===== config.mk =====
export PLATFORM = sky130hd
export DESIGN_NAME = multicycle_controller
export DESIGN_NICKNAME = d
export VERILOG_FILES = /design/src/rtl/multicycle_controller.sv
export SDC_FILE = /design/constraint.sdc
export NUM_CORES = 1
export LEC_CHECK = 0
export ABC_AREA = 0
export CORE_MARGIN = 8
export CORE_UTILIZATION = 42
export CTS_CLUSTER_DIAMETER = 150
export CTS_CLUSTER_SIZE = 40
export DETAILED_ROUTE_END_ITERATION = 7
export DONT_BUFFER_PORTS = 1
export GPL_ROUTABILITY_DRIVEN = 0
export PLACE_DENSITY = 0.63
export SYNTH_ARGS = -nofsm -noshare
export SYNTH_HDL_FRONTEND = slang
export SYNTH_SLANG_ARGS = --single-unit

===== constraint.sdc =====
create_clock -name clock -period 2.7 [get_ports clock]
set_input_delay 0.81 -clock clock [delete_from_list [all_inputs] [get_ports clock]]
set_output_delay 0.81 -clock clock [all_outputs]
set_load 0.1 [all_outputs]

===== src/rtl/multicycle_controller.sv =====
// Multicycle sequencer: latches one MIPS instruction per IDLE visit and walks it
// through DECODE/EXECUTE/MEM/WRITEBACK, driving register-file, ALU and memory controls.
module multicycle_controller #(
    parameter int COUNT_WIDTH    = 16,
    parameter bit ILLEGAL_COUNTS = 1'b0
) (
    input  logic                   clock,
    input  logic                   resetN,
    input  logic                   instrValid,
    input  logic [31:0]            instr,
    output logic                   instrReady,
    input  logic                   zero,
    output logic [4:0]             readReg1,
    output logic [4:0]             readReg2,
    output logic [4:0]             writeReg,
    output logic                   regWrite,
    output logic [3:0]             aluOp,
    output logic                   aluSrcImm,
    output logic                   memRead,
    output logic                   memWrite,
    output logic                   memToReg,
    output logic [15:0]            immediate,
    output logic                   busy,
    output logic                   done,
    output logic                   branchTaken,
    output logic                   illegal,
    output logic [COUNT_WIDTH-1:0] instrCount
);

    typedef enum logic [2:0] {
        IDLE      = 3'd0,
        DECODE    = 3'd1,
        EXECUTE   = 3'd2,
        MEM       = 3'd3,
        WRITEBACK = 3'd4
    } state_t;

    state_t                 state_reg, state_next;
    logic [31:0]            ir_reg;
    logic [COUNT_WIDTH-1:0] count_reg;

    logic [5:0] op;
    logic [5:0] funct;
    logic       r_legal;
    logic [3:0] r_alu_op;
    logic       is_rtype, is_addi, is_lw, is_sw, is_beq, is_legal;
    logic       unused_shamt;

    assign op           = ir_reg[31:26];
    assign funct        = ir_reg[5:0];
    assign unused_shamt = ^ir_reg[10:6];

    always_comb begin
        r_legal  = 1'b0;
        r_alu_op = 4'd0;
        case (funct)
            6'h20: begin r_legal = 1'b1; r_alu_op = 4'd2;  end
            6'h22: begin r_legal = 1'b1; r_alu_op = 4'd6;  end
            6'h24: begin r_legal = 1'b1; r_alu_op = 4'd0;  end
            6'h25: begin r_legal = 1'b1; r_alu_op = 4'd1;  end
            6'h27: begin r_legal = 1'b1; r_alu_op = 4'd12; end
            6'h2A: begin r_legal = 1'b1; r_alu_op = 4'd7;  end
            default: ;
        endcase
    end

    assign is_rtype = (op == 6'h00) && r_legal;
    assign is_addi  = (op == 6'h08);
    assign is_lw    = (op == 6'h23);
    assign is_sw    = (op == 6'h2B);
    assign is_beq   = (op == 6'h04);
    assign is_legal = is_rtype || is_addi || is_lw || is_sw || is_beq;

    // Ready is masked by reset so nothing looks acceptable while held in reset.
    assign instrReady = (state_reg == IDLE) && resetN;
    assign readReg1   = ir_reg[25:21];
    assign readReg2   = ir_reg[20:16];
    assign immediate  = ir_reg[15:0];
    assign busy       = (state_reg != IDLE);
    assign instrCount = count_reg;

    always_ff @(posedge clock or negedge resetN) begin
        if (!resetN) begin
            state_reg <= IDLE;
            ir_reg    <= 32'h0;
            count_reg <= '0;
        end else begin
            state_reg <= state_next;
            if (instrReady && instrValid) begin
                ir_reg <= instr;
            end
            if (done || (ILLEGAL_COUNTS && illegal)) begin
                count_reg <= count_reg + COUNT_WIDTH'(1);
            end
        end
    end

    always_comb begin
        state_next  = state_reg;
        writeReg    = 5'd0;
        regWrite    = 1'b0;
        aluOp       = 4'd0;
        aluSrcImm   = 1'b0;
        memRead     = 1'b0;
        memWrite    = 1'b0;
        memToReg    = 1'b0;
        done        = 1'b0;
        branchTaken = 1'b0;
        illegal     = 1'b0;
        case (state_reg)
            IDLE: begin
                if (instrValid) state_next = DECODE;
            end
            DECODE: begin
                if (is_legal) begin
                    state_next = EXECUTE;
                end else begin
                    illegal    = 1'b1;
                    state_next = IDLE;
                end
            end
            EXECUTE: begin
                if (is_rtype) begin
                    aluOp      = r_alu_op;
                    state_next = WRITEBACK;
                end else if (is_beq) begin
                    aluOp       = 4'd6;
                    branchTaken = zero;
                    done        = 1'b1;
                    state_next  = IDLE;
                end else begin
                    aluOp      = 4'd2;
                    aluSrcImm  = 1'b1;
                    state_next = (is_lw || is_sw) ? MEM : WRITEBACK;
                end
            end
            MEM: begin
                aluOp     = 4'd2;
                aluSrcImm = 1'b1;
                if (is_lw) begin
                    memRead    = 1'b1;
                    state_next = WRITEBACK;
                end else begin
                    memWrite   = 1'b1;
                    done       = 1'b1;
                    state_next = IDLE;
                end
            end
            WRITEBACK: begin
                regWrite   = 1'b1;
                writeReg   = is_rtype ? ir_reg[15:11] : ir_reg[20:16];
                memToReg   = is_lw;
                memRead    = is_lw;
                done       = 1'b1;
                state_next = IDLE;
            end
            default: state_next = IDLE;
        endcase
    end

endmodule


[Word-level counts from Yosys, hierarchy flattened]
Cells that the tools add are included.
Widths: inputs -> output; s select.
Operators by class
  add/subtract/negate cells: 1
  eq/ne operators: 15
  multiplexer cells: 31
  reduce and logical (&&, ||, !) cells: 12
Operator list (number)
  $eq 6x6->1 const B: 8
  $pmux 4 s5: 1
  $mux 3: 6
  $add 16x1->16 const B: 1
  $mux 1: 15
  $pmux 3 s4: 1
  $mux 5: 2
  $pmux 4 s2: 1
  $eq 3x2->1 const B: 2
  $eq 6x3->1 const B: 1
  $eq 6x4->1 const B: 1
  $logic_not 6->1: 1
  $reduce_or 6->1: 1
  $logic_or 1x1->1: 5
  $mux 4: 1
  $pmux 1 s2: 2
  $eq 3x1->1 const B: 1
  $eq 3x3->1 const B: 1
  $logic_and 1x1->1: 3
  $logic_not 3->1: 1
  $pmux 1 s3: 1
  $reduce_bool 3->1: 1
  $mux 2: 1
  $ne 2x2->1 const B: 1
Storage, ports and cells
  register bits: 51
  input bits: 36
  word-level logic and storage cells: 62

[Longest topological paths before layout]
  depth after elaboration: 10
  depth in mapped cells: 7
  mapped depth without buffers: 6

[Worst setup path before layout]
OpenSTA, ideal clock, no wires.
  kind: register to output
  from: register ir_reg[27]
  to: output port illegal
  data arrival time: 3.402 ns
  required time: 1.890 ns
  setup slack: -1.512 ns
  stages on the path, launching flop included: 5
  path buffers: 0
  path through: dfrtp_1 and4b_1 or3_1 o221a_2 nor3b_1
On the way
  word-level cells in the longest chain between the ends: 8
  elaborated cells on any way between the ends: 12
  classes of those cells: eq/ne (4); mux (2); reduce/logical (6)
RTL lines
  from (decl): RTL line 39  | logic [31:0] ir_reg;
  from (signal assigned): RTL line 90  | ir_reg <= instr;
  $logic_not 6->1: RTL line 67  | assign is_rtype = (op == 6'h00) && r_legal;
  $logic_and 1x1->1: RTL line 67
  $logic_or 1x1->1 (3 in series): RTL line 72  | assign is_legal = is_rtype || is_addi || is_lw || is_sw || is_beq;
  $logic_or 1x1->1 (*): RTL line 72
  $mux 1 (*): RTL line 115  | if (is_legal) begin
  $mux 1 (*): RTL line 110  | case (state_reg)
  to (decl): RTL line 26  | output logic illegal,
Every way passes the cells marked *; elsewhere a longest branch is shown, timed or not.

[Worst setup path after layout]
  from: register ir_reg[26]
  to: output port illegal
The elaborated chain is that of the path after synthesis.

==> results.md <==
Timing:
- The sum of negative setup slack is -0.1835 ns.
- Setup violations remaining at the end of the flow were counted as 6.
- For the finished layout, the period the worst path requires is 2.764 ns.
- The final hold violation count is 0.
- The final worst slack is -0.06352 ns.
- Across all hold checks on the routed design, the worst slack comes to 0.1964 ns.
- The number of pins exceeding their max-slew limit in the final report is 0.
- Setup repair after global routing could not meet its margin everywhere.
- For this run, the top clock speed supported by timing is about 0.36 GHz.
- The worst pin sits at a relative slew slack of 0.3885.
- The post-route clock skew is between 0.01 and 0.015 ns.
- The actual transition at the worst max-transition pin is 0.9172 ns.
- The final cycle utilization of the critical path is 1.024.

Worst setup path:
- The biggest cell delay along the critical path is 0.43 ns.
- STA puts the critical path data arrival time at 1.95 ns.
- The number of buffers and inverters on the critical path is 1.
- The slowest stage of the critical path is the dfrtp_1 cell.
- The critical path goes through and4b_2 > or3_4 > o221a_4 > nor3b_4 > buf_12.
- The setup path with the least slack is of type flip-flop to output pin.
- The worst setup path is launched from a flip-flop.
- Grouping stages by cell kind, the critical path spends the most delay in simple AND/OR/NAND/NOR gates.
- The biggest fanout along the worst timing path is 3.
- The kind of end point of the critical path is an output pin.
- The critical path data required time is 1.89 ns.

Layout:
- In the final layout, the share of cells above drive strength 1 is 0.4725.
- The layout has 520 filler cells.
- The register with the most flip-flops in the layout has 32 of them.
- The most common cell after layout, fill and taps aside is dfrtp_1.
- Once layout is complete, the cells apart from fillers number 348.
- 0 antenna diodes ended up in the layout.
- In the layout the commonest cells are 51 x dfrtp_1, 49 x buf_4, 31 x mux2_2, 17 x nand2_1, 13 x buf_12.
- The area growth from synthesis to layout is 30.32%.
- After the last flow step, the layout net total stands at 309.
- Measured on the finished design, the core utilization comes to 0.5662.

Pwr:
- Across the VDD grid, the largest voltage drop is approximately 0.00075 V.
- The power per standard cell area is ~1000 nW/µm².
- The analysis attributes to cell leakage a power of 0.001582 µW.

Detailed routing:
- The detail route stage leaves a number of antenna-violating nets equal to 0.
- In the routed design, unresolved DRC markers number 0.
- The pre-antenna-repair detailed-routing pass consisted of 4 iterations.
- In the routed layout, each cell is associated on average with a via count of 5.164.
- The overall via count from detail_route is between 1.5k and 2k.
- The total wire length after detailed routing is 6048 µm.
- The violation count after the first detailed-route iteration is 38.
- The average routed wire per standard cell is 17.38 µm.

Clock network:
- The clock passes through at most 2 buffers.
- For this design, the CTS-stage hold fixing added 0 buffers.
- The clock tree from TritonCTS is built.
- Counting the buffers created by CTS gives 5.
- The total clock sinks is 51.
- The clock tree root buffer cell is clkbuf_8.
- At the later pin of the worst-skew pair, clock insertion delay measures 0.30 ns.
- The clock edge transition at the registers on the reported setup and hold paths is about 0.090 ns.
- The maximum level of the CTS H-tree is 2.

Logic synthesis:
- The flip-flop and latch count after synthesis is 51.
- Averaged over all synthesized cells, the footprint is 11.06 µm².
- The count of synthesis-stage warnings from yosys is 0.
- Of the synthesized area, sequential elements account for 0.4932.
- Ranked by total cell area, the synthesized netlist is headed by dfrtp_1 49%, mux2_2 13%, buf_4 7.5%, xor2_1 3.4%, nor2_1 2.8%.
- The top cell type by total area after synthesis is dfrtp_1.
- The post-synthesis net count is 271.
- In this run, distinct cell masters in the synthesized netlist total 38.
- After technology mapping, the gate count stands at 234.
- The synthesized netlist occupies a cell area of 2587 µm².
- The fraction of post-synthesis cell area in the top cell type by area is 0.4932.

Floorplan:
- The initial core utilization is 0.4345.
- The site row count is 28.
- The total area inside the core boundary comes to 5956 µm².
- In this run the vertical extent of the chip is 94.49 µm.
- The total I/O pin count is 97.
- In this run the horizontal extent of the chip is 94.49 µm.
- The floorplan die area is 8928 µm².

Global routing:
- In the global route stage, met3 resource usage came out at 0.05714.
- In the global route stage, met1 resource usage came out at 0.1427.
- For this run, the total global-route usage over all layers was measured as 0.1321.
- The first global-routing pass estimated 9384 µm of wire.
- The largest net degree at the start of global routing is 53.
- After global routing, the most crowded layer is met2.
- The via count of the first global-routing pass is 1,901.
- The total congestion overflow after global routing is 0.
- The initial antenna violation count is 2.
- For this run, global-route usage on met2 was measured as 0.2312.

Worst hold path:
- The min-delay analysis places its worst path in the category input port to asynchronous set/reset pin.

Run:
- Max-cap violations in this run came to 0.

Outcome:
- The checks that failed: setup timing.
- The flow ran to the end, but the final reports show violations.

Placed design:
- The count of buffers added on input and output ports is 0.
- The detailed placer's ending HPWL is 4484 µm.
- In this run, placement finished with an instance count of 332.
-- worst register-to-register path: cells and delay by family (launching register included) --
family / cells / cell delay, ns
and+or+nand+nor: 3 / 0.83
DFF: 1 / 0.43
buffers and inverters: 2 / 0.35
AOI/OAI and AO/OA: 1 / 0.32
xor gates and xnor gates: 1 / 0.18
-- final timing paths --
| kind | from | to | slack [ns] | cells past startpoint |
|---|---|---|---|---|
| worst min-delay path | resetN | instrCount[3]$_DFFE_PN0P_ | 0.20 | 0 |
| max in group asynchronous | resetN | ir_reg[1]$_DFFE_PN0P_ | 2.39 | 0 |
| worst min register to register | instrCount[11]$_DFFE_PN0P_ | instrCount[11]$_DFFE_PN0P_ | 0.50 | 1 |
| worst max register to register | ir_reg[26]$_DFFE_PN0P_ | instrCount[13]$_DFFE_PN0P_ | 0.54 | 7 |
| min in group clock | instrCount[11]$_DFFE_PN0P_ | instrCount[11]$_DFFE_PN0P_ | 0.50 | 1 |
| worst max-delay path | ir_reg[26]$_DFFE_PN0P_ | illegal | -0.06 | 5 |
-- area by class of cell --
type	instances	area, µm²	share of cell area
repair buffers	63	639.4	0.1896
multi-input cells	145	1207	0.3581
flip-flops and latches	51	1276	0.3785
well taps	75	93.84	0.02783
clock inverters	2	60.06	0.01781
inverters	6	22.52	0.006679
clock buffers	6	72.57	0.02152
-- routing by layer --
layer / up-vias / part of all wire / wire (µm)
met2: 57 / 0.51 / 3074
met5: - / 0.0041 / 25
li1: 861 / - / -
met4: 4 / 0.0094 / 57
met3: 10 / 0.10 / 602
met1: 865 / 0.38 / 2289
-- what timing repair did --
action,in CTS,in global routing
endpoints found under the setup margin,11,13
pin swaps,6,4
resized for setup,7,7
setup buffers,5,3
-- report_power, final --
part	leakage, µW	switching [µW]	internal (µW)
Sequential	0.000636	483	923
Combinational	0.000881	1090	414
Clock	0.0000654	242	370
-- through the flow --
step	cell area (µm²)	total power (µW)	setup WS, ns
5_1_grt	3372	3654	-0.1288
3_3_place_gp	3120	2833	0.2195
4_1_cts	3316	3517	-0.08885
2_1_floorplan	2683	2736	-0.1770
3_5_place_dp	3120	2861	0.1931
6_report	3372	3523	-0.06352
-- cells in the mapped netlist (all sizes together) --
cell type  instances
mux2              32
o31a               1
a21oi              4
clkbuf             2
and4b              1
nor4               5
nor3b              1
xor2              10
a31oi              2
nand3b             2
mux2i              5
or3                2
a21boi             1
and3               2
o221a              1
nand2             17
dfrtp             51
o2111a             1
o21ai              1
a2bb2oi            1
nor2              19
buf               30
inv                6
nor4b              2
nand4              5
nand3              7
nand2b             4
nor3               5
a311oi             1
nor2b              5
xnor2              5
a311o              1
o21a               1
ha                 1
-- cells by family after synthesis --
family	after synthesis	synth area share
compound gates	15	0.04304
mux	37	0.1586
xor+xnor	15	0.05077
fa+ha+maj	1	0.004835
buf+inv	38	0.09333
simple gates	77	0.1562
flops	51	0.4932
(Power assumes the default switching activity.)
==> variant (same settings) <==
The parameter `COUNT_WIDTH` goes from 16 to 32.
--- a/src/rtl/multicycle_controller.sv
+++ b/src/rtl/multicycle_controller.sv
@@ -2,5 +2,5 @@
 // through DECODE/EXECUTE/MEM/WRITEBACK, driving register-file, ALU and memory controls.
 module multicycle_controller #(
-    parameter int COUNT_WIDTH    = 16,
+    parameter int COUNT_WIDTH    = 32,
     parameter bit ILLEGAL_COUNTS = 1'b0
 ) (
Interface: changed (resized instrCount); port bits go from 97 to 113. The function was not compared with the original's and may differ.
==> variant against the original RTL <==
The run still ends with negative setup slack left; power grew 19%; design area grew 35%; clock skew shrank 3.9 ps; global-route usage grew 1.9 points; routed wire length grew 40%; clock power grew 35%; die area grew 25%; via count grew 37%; combinational power grew 11%; sequential cell count grew 16; setup slack is essentially flat; area after synthesis grew 31%; critical endpoint is now aluOp[0].
==> variant: results (changes against the original RTL) <==
The run finished, with violations left. Failing checks: negative setup slack (unchanged). The highest cell delay on the worst timing path works out to 370 ps (was 430 ps). The tools report the post-placement worst setup slack as 212 ps (was 193 ps).

The final-report setup violation count came out at 11 (was 6). The slowest cell on the critical path is sky130_fd_sc_hd__dfrtp_1 (unchanged). The static leakage power is 2.07 nW (was 1.58 nW).

The post-detailed-route wirelength per cell was 18.0 um (was 17.4 um); the synthesis-to-layout area growth was 34.3% (was 30.3%). For the level count of the clock H-tree, the log shows 3 (was 2). The logs give 15.1% (was 13.2%) for the global routing usage summed across all routing layers and 6.02 mm (was 4.48 mm) for the detailed placer's ending HPWL. The total length of routed wires came out at 8.45 mm (was 6.05 mm). The design internal power is 2.11 mW (was 1.71 mW), and the detailed-route via count is 2470 (was 1797). The maximum resistive drop on vdd was 0.000570 V (was 0.000748 V).

The signal arrival time at the worst endpoint is 1950 ps (about the same). Top cell types by occurrence after synthesis: sky130_fd_sc_hd__dfrtp_1, sky130_fd_sc_hd__buf_4, sky130_fd_sc_hd__mux2_2 (was sky130_fd_sc_hd__dfrtp_1, sky130_fd_sc_hd__mux2_2, sky130_fd_sc_hd__buf_4). Synthesized net count: 340 (was 271). Cell types occupying the most area after synthesis: sky130_fd_sc_hd__dfrtp_1, sky130_fd_sc_hd__mux2_2, sky130_fd_sc_hd__buf_4, sky130_fd_sc_hd__xnor2_1, sky130_fd_sc_hd__xor2_1 (was sky130_fd_sc_hd__dfrtp_1, sky130_fd_sc_hd__mux2_2, sky130_fd_sc_hd__buf_4, sky130_fd_sc_hd__xor2_1, sky130_fd_sc_hd__nor2_1). Mean instance size in the synthesized netlist: 11.2 sq um (was 11.1 sq um). The post-CTS clock slew at the launch and capture registers of the worst setup and hold paths is 80 ps, and the sequential-to-total area share from yosys stat is 49.6% (was 49.3%). The pin count of the biggest net entering global routing was 69 (was 53). The post-detailed-placement cell area was 0.00419 sq mm (was 0.00312 sq mm). The logs give 0 (was 2) for the number of antenna violations at the first check in global routing and 445 (was 332) for the number of placed cells counting well taps.

The maximum fanout count along the critical path is 6 (was 3), and the quantity of gates resized following cts is 19 (was 7). The final net count came out at 400 (was 309). The logs give -63.1 ps (was -63.5 ps) for the worst setup slack after layout and 2573 (was 1901) for the via count of the first global-routing pass. The tools report the number of unique standard cell types used by synthesis as 41 (was 38). The remaining max-slew budget at the tightest pin was 39.5% (was 38.9%). The logs give 330 ps (was 300 ps) for the clock network latency to the later pin of the worst-skew pair and 9 (was 5) for the number of buffers created by CTS. The run gives -467 ps (was -184 ps) as the setup TNS.
variant: worst paths after layout:
kind | start | to | slack (ps) | cells past startpoint
worst min register to register | instrCount[31] | instrCount[31] | 470 | 1
max in group asynchronous | resetN | state_reg[0] | 2420 | 0
worst max-delay path | ir_reg[1] | aluOp[0] | -60 | 6
worst max register to register | instrCount[4] | instrCount[24] | 540 | 6
min in group clock | instrCount[31] | instrCount[31] | 470 | 1
worst min-delay path | resetN | ir_reg[26] | 160 | 0
variant: area by class of cell:
class	count	share of cell area (%)
Clock buffer	11	3.11
Clock inverter	5	1.16
Inverter	6	0.551
Multi-Input combinational cell	194	36.0
Sequential cell	67	37.0
Tap cell	102	2.81
Timing Repair Buffer	85	19.4
variant: metal layers:
| metal | track usage (%) | vias to the layer above | wire length (um) |
|---|---|---|---|
| li1 | - | 1166 | - |
| met1 | 17.5 | 1215 | 3390 |
| met2 | 25.3 | 81 | 4360 |
| met3 | 5.48 | 8 | 619 |
| met4 | 5.23 | 0 | 72 |
| met5 | 0 | - | 0 |
variant: cell families (layout without fill, tap and decap cells):
group	after synthesis	after routing	synth area share, %
AO/OA/AOI/OAI	16	16	3.41
multiplexers	39	39	12.8
adder cells (fa/ha/maj)	1	1	0.370
AND/OR/NAND/NOR	106	106	17.4
XOR/XNOR	32	32	8.29
buffers and inverters	42	107	8.14
flip-flops	67	67	49.6
variant: power groups by stage:
| stage | combinational [mW] | sequential (mW) | clock, mW |
|---|---|---|---|
| 3_5_place_dp | 1.57 | 1.69 | 0 |
| 2_1_floorplan | 1.65 | 1.45 | 0 |
| 3_3_place_gp | 1.54 | 1.68 | 0 |
| 5_1_grt | 1.75 | 1.72 | 0.895 |
| 6_report | 1.67 | 1.69 | 0.830 |
| 4_1_cts | 1.65 | 1.68 | 0.857 |
